**src/rtl/sliced_logic_unit.sv**
```systemverilog
// rtl/sliced_logic_unit.sv - multi-cycle bitwise logic unit, SLICE bits per clock with start/done handshake
// Optional running-XOR accumulate mode enabled by defining SLICED_LOGIC_ACCUM_EN.
module sliced_logic_unit #(
  parameter int WIDTH = 32,
  parameter int SLICE = 8
) (
  input  logic             clk,
  input  logic             rst,
  input  logic             start,
  input  logic [2:0]       op,
  input  logic [WIDTH-1:0] A,
  input  logic [WIDTH-1:0] B,
`ifdef SLICED_LOGIC_ACCUM_EN
  input  logic             acc,
`endif
  output logic             busy,
  output logic             done,
  output logic [WIDTH-1:0] Res,
  output logic             zero
);

  localparam int N  = WIDTH / SLICE;
  localparam int CW = (N > 1) ? $clog2(N) : 1;

  typedef enum logic [1:0] {IDLE, BUSY, DONE} state_t;

  state_t           state_q, state_d;
  logic [CW-1:0]    cnt_q, cnt_d;
  logic [WIDTH-1:0] a_q, a_d, b_q, b_d, res_q, res_d;
  logic [2:0]       op_q, op_d;
  logic             zero_q, zero_d;
  logic             keep_res;

`ifdef SLICED_LOGIC_ACCUM_EN
  logic acc_q, acc_d;
  assign keep_res = acc_q;
`else
  assign keep_res = 1'b0;
`endif

  function automatic logic [SLICE-1:0] slice_op(input logic [2:0] o,
                                                input logic [SLICE-1:0] a,
                                                input logic [SLICE-1:0] b);
    case (o)
      3'b000:  return a & b;
      3'b001:  return a | b;
      3'b010:  return a ^ b;
      3'b011:  return ~(a | b);
      3'b100:  return ~(a ^ b);
      3'b101:  return ~(a & b);
      3'b110:  return a;
      default: return ~a;
    endcase
  endfunction

  always_comb begin
    state_d = state_q;
    cnt_d   = cnt_q;
    a_d     = a_q;
    b_d     = b_q;
    op_d    = op_q;
    res_d   = res_q;
    zero_d  = zero_q;
`ifdef SLICED_LOGIC_ACCUM_EN
    acc_d   = acc_q;
`endif
    case (state_q)
      IDLE: begin
        if (start) begin
          a_d     = A;
          b_d     = B;
          op_d    = op;
          cnt_d   = '0;
          zero_d  = 1'b0;
          state_d = BUSY;
`ifdef SLICED_LOGIC_ACCUM_EN
          acc_d   = acc;
          if (!acc) res_d = '0;
`else
          res_d   = '0;
`endif
        end
      end
      BUSY: begin
        // Only the slice selected by cnt_q changes; the rest of Res holds.
        for (int i = 0; i < N; i++) begin
          if (cnt_q == CW'(i)) begin
            res_d[i*SLICE +: SLICE] = slice_op(op_q, a_q[i*SLICE +: SLICE], b_q[i*SLICE +: SLICE])
                                      ^ (keep_res ? res_q[i*SLICE +: SLICE] : '0);
          end
        end
        if (cnt_q == CW'(N - 1)) begin
          state_d = DONE;
          zero_d  = (res_d == '0);
        end else begin
          cnt_d = cnt_q + CW'(1);
        end
      end
      DONE:    state_d = IDLE;
      default: state_d = IDLE;
    endcase
  end

  always_ff @(posedge clk or posedge rst) begin
    if (rst) begin
      state_q <= IDLE;
      cnt_q   <= '0;
      a_q     <= '0;
      b_q     <= '0;
      op_q    <= '0;
      res_q   <= '0;
      zero_q  <= 1'b0;
`ifdef SLICED_LOGIC_ACCUM_EN
      acc_q   <= 1'b0;
`endif
    end else begin
      state_q <= state_d;
      cnt_q   <= cnt_d;
      a_q     <= a_d;
      b_q     <= b_d;
      op_q    <= op_d;
      res_q   <= res_d;
      zero_q  <= zero_d;
`ifdef SLICED_LOGIC_ACCUM_EN
      acc_q   <= acc_d;
`endif
    end
  end

  assign busy = (state_q != IDLE);
  assign done = (state_q == DONE);
  assign Res  = res_q;
  assign zero = zero_q;

endmodule

```
**config.mk**
```make
export PLATFORM = sky130hd
export DESIGN_NAME = sliced_logic_unit
export DESIGN_NICKNAME = d
export VERILOG_FILES = /design/src/rtl/sliced_logic_unit.sv
export SDC_FILE = /design/constraint.sdc
export NUM_CORES = 1
export LEC_CHECK = 0
export BUFFER_PORTS_ARGS = -buffer_cell sky130_fd_sc_hd__buf_2
export CORE_ASPECT_RATIO = 0.75
export CORE_UTILIZATION = 50
export DETAILED_ROUTE_END_ITERATION = 10
export GPL_TIMING_DRIVEN = 0
export PLACE_DENSITY = 0.71
export SLEW_MARGIN = 20
export SYNTH_ARGS = -nofsm -noshare
export SYNTH_HDL_FRONTEND = slang
export SYNTH_SLANG_ARGS = --single-unit
```
**constraint.sdc**
```tcl
create_clock -name clk -period 4.6 [get_ports clk]
set_clock_uncertainty 0.2 [all_clocks]
set_input_delay 0.69 -clock clk [delete_from_list [all_inputs] [get_ports clk]]
set_output_delay 0.69 -clock clk [all_outputs]
set_load 0.05 [all_outputs]
```
==> impl_metrics.tcl <==
set metrics [dict create \
    grt.total_usage_pct 31.5 \
    clk_pin_slew_ns 0.08 \
    cts_sinks 104 \
    layout_min_cycle_time_ns 3.27 \
    antenna_violating_nets_post_route 0 \
    intPower_mw 3.42 \
    synth_flop_cell "dfrtp_1" \
    status "finished clean" \
    synth_nets 976 \
    floorplan.initialDensity_pct 52.3 \
    critPathArrivalTime_ns 3.35 \
    cp-start-kind "register" \
    cts_tree "built" \
    post_drt_via_cell_ratio 5.99 \
    synth_edf_count 0 \
    gp_congestion 0.926 \
    yosys-mux-area-fraction_pct 8.35 \
    diodes 0 \
    drive_gt1_share_pct 17.5 \
    cts_setup_buffers 0 \
    clock.fmax_ghz 0.306 \
    postSynthRegisterBits 104 \
    grt_antenna_before_repair 0 \
    avgRoutedWirePerCell_um 20.2 \
    layout_worst_path_cycle_share_pct 71.1 \
    synth_compound_area_share_pct 22.9 \
    ioPinCount 105 \
    worst_case_clock_buffer_depth 2 \
    critPathMaxFanout 10 \
    placed_cells_incl_taps 1138 \
    p_seq_share_pct 23.3 \
    synth.lib_cells_used.distinct 64 \
    fin_tns_setup_ns 0 \
    slew_at_the_pin_with_the_worst_max_slew_slack_ns 0.880 \
    yosys.area.top_type "dfrtp_1" \
    post_cts_resize_count 0 \
    cap_viol_max_count 0 \
    syn-cell-area_um2 7330 \
    post-route-cell-area_um2 8420 \
    netlist_instances 838 \
    synth.yosys.warnings 0 \
    main_area_contributors_after_synthesis "dfrtp_1 (36%), ha_1 (12%), o21ai_0 (7.5%)" \
    detailed_place_hpwl_mm 17.0 \
    worst_setup_path_end_kind "register" \
    layout_filler_cell_count 1254 \
    post_synth.cell_area_avg_um2 8.75 \
    synthDominantCellAreaShare_pct 35.5 \
    htree_levels 3 \
    timing.slew.headroom_pct 41.3 \
    netSwitchingPower_mw 3.81 \
    width_of_the_die_um 142 \
    pin_count_of_the_biggest_net_entering_global_routing 69 \
    seq_area_frac_synth_pct 35.5 \
    report.power.total_mw 7.23 \
    post_synth_and_or_nand_nor_area_fraction_pct 13.1 \
    cts-root-buf "clkbuf_16" \
    power_leakage_nw 3.93 \
    setup_viol 0 \
    timing_max_transition_violations_final 0 \
    vdd.ir_drop.worst_mv 0.379 \
    clk_latency_ns 0.36 \
    gr-total-overflow 0 \
    first_global_vias 6162 \
    wire_length_of_the_first_global_routing_pass_mm 35.3 \
    hold_viol_final 0 \
    dpl_cell_area_um2 8130 \
    critical_path_class "register to register" \
    detailroute.via_count 6907 \
    finish.cell_count_without_fillers 1154 \
    synth-adder-area-share_pct 11.6 \
    synth_top_family_by_area "compound AO/OA/AOI/OAI gates" \
    syn_to_final_growth_pct 14.8 \
    async_flop_share_pct 100 \
    fin_hold_ws_ns 0.118 \
    io_buffer_count 104 \
    cts_made_buffers 9 \
    core_region_area_um2 14000 \
    final_routed_drc_violation_total 0 \
    post_cts_hold_buffer_count 0 \
    comb_power_share_pct 66.0 \
    first_iter_violations 744 \
    synth_xor_area_share_pct 0.119 \
    nets_final 1092 \
    die_area_um2 15200 \
    core.rowCount 37 \
    crit_required_ns 4.69 \
    grt_setup_unrepaired "false" \
    die-height_um 107 \
    totalWireLength_mm 23.3 \
    drt_pass1_iterations 5 \
    p_clk_share_pct 10.7 \
    switching_share_pct 52.7 \
    power_density_nw_per_um2 859 \
    hp-class "primary input to asynchronous set/reset pin" \
]
layout by cell type (no fill, tap or decap), drive strengths merged, types with 6 or more instances in the layout:
master,Yosys,layout
a21oi,48,48
clkbuf,37,47
o221ai,26,26
a22o,6,6
mux2,8,8
a31oi,6,6
ha,68,68
inv,76,79
nand3,27,27
nand2,109,109
a22oi,19,19
mux4,7,7
dfrtp,104,104
o21ai,112,112
nand2b,15,15
nor2b,22,22
buf,26,131
o2bb2ai,6,6
nor2,18,18
mux2i,36,36
routing by layer:
layer	up-vias	GRT usage (%)	part of all wire (%)
met2	396	42.3	39
met3	34	10.9	13
met4	0	7.91	1.6
li1	3206	-	-
met1	3271	47.4	46
met5	-	0	0
through the flow:
| stage | setup slack [ns] | utilization [%] |
|---|---|---|
| floorplan | 0.978 | - |
| global placement | -0.371 | 57.7 |
| detailed placement | 1.52 | 57.9 |
| CTS | 1.46 | 60.0 |
| global route | 1.18 | 60.0 |
| finish | 1.33 | 60.0 |
final timing paths:
kind | start | end | slack, ns | cells after the start
worst min-delay path | rst | b_q[4]$_DFFE_PP0P_ | 0.12 | 2
worst max-delay path | op_q[1]$_DFFE_PP0P_ | zero$_DFFE_PP0P_ | 1.33 | 8
min in group clk | zero$_DFFE_PP0P_ | zero$_DFFE_PP0P_ | 0.29 | 2
worst min register to register | zero$_DFFE_PP0P_ | zero$_DFFE_PP0P_ | 0.29 | 2
worst max register to register | op_q[1]$_DFFE_PP0P_ | zero$_DFFE_PP0P_ | 1.33 | 8
max in group asynchronous | rst | a_q[13]$_DFFE_PP0P_ | 3.43 | 3
kinds of logic (layout without fill, tap and decap cells):
| family | Yosys count | count (layout) |
|---|---|---|
| AO/OA/AOI/OAI | 266 | 266 |
| AND/OR/NAND/NOR | 208 | 208 |
| buffers and inverters | 140 | 261 |
| flip-flops | 104 | 104 |
| adder cells (fa/ha/maj) | 68 | 68 |
| multiplexers | 51 | 51 |
| XOR/XNOR | 1 | 1 |
critical path: stages, from the launching register on:
cell and delay [ns]:
dfrtp_1 0.39, buf_4 0.21, clkbuf_1 0.51, a211oi_1 0.18, a211oi_1 0.68, o2111ai_1 0.20, a2111oi_0 0.46, nand4_1 0.20
o21ai_1 0.17
flip-flops by register name (all words and copies together) (netlist names):
signal and count:
Res 32, a_q 32, b_q 32, cnt_q 2, op_q 3, state_q 2, zero 1
cells in the mapped netlist, types with 3 or more instances:
cell and count:
a221oi_1 5, o2bb2ai_1 6, buf_4 6, inv_1 73, o221ai_1 26, nor2b_1 22
mux4_2 7, buf_6 5, nor2_1 18, dfrtp_1 104, nand2b_1 15, a31oi_1 6
a22oi_1 17, nand4_1 5, o22ai_1 5, mux2_2 6, a21boi_0 3, a22o_1 6
a21oi_1 48, ha_1 68, a211oi_1 5, clkbuf_1 37, o21ai_0 110, buf_2 11
mux2i_1 36, inv_2 3, nand2_1 109, nand3_1 27, o22a_1 3
power groups by stage:
stage | logic, mW | registers (mW) | clock network [mW]
after floorplan | 2.98 | 1.94 | 0
after global placement | 4.49 | 1.68 | 0
after detailed placement | 4.56 | 1.69 | 0
after CTS | 4.59 | 1.68 | 0.775
after global routing | 5.11 | 1.74 | 0.805
final | 4.77 | 1.69 | 0.772
cell type report:
cell class	count	area (µm²)	share of cell area [%]
clock buffers	10	239	2.84
multi-input cells	594	4110	48.8
well taps	195	244	2.90
clock inverters	6	50.0	0.595
plain buffers	63	333	3.95
repair buffers	105	548	6.51
flip-flops and latches	104	2600	30.9
inverters	77	294	3.49
(Power assumes the default switching activity.)
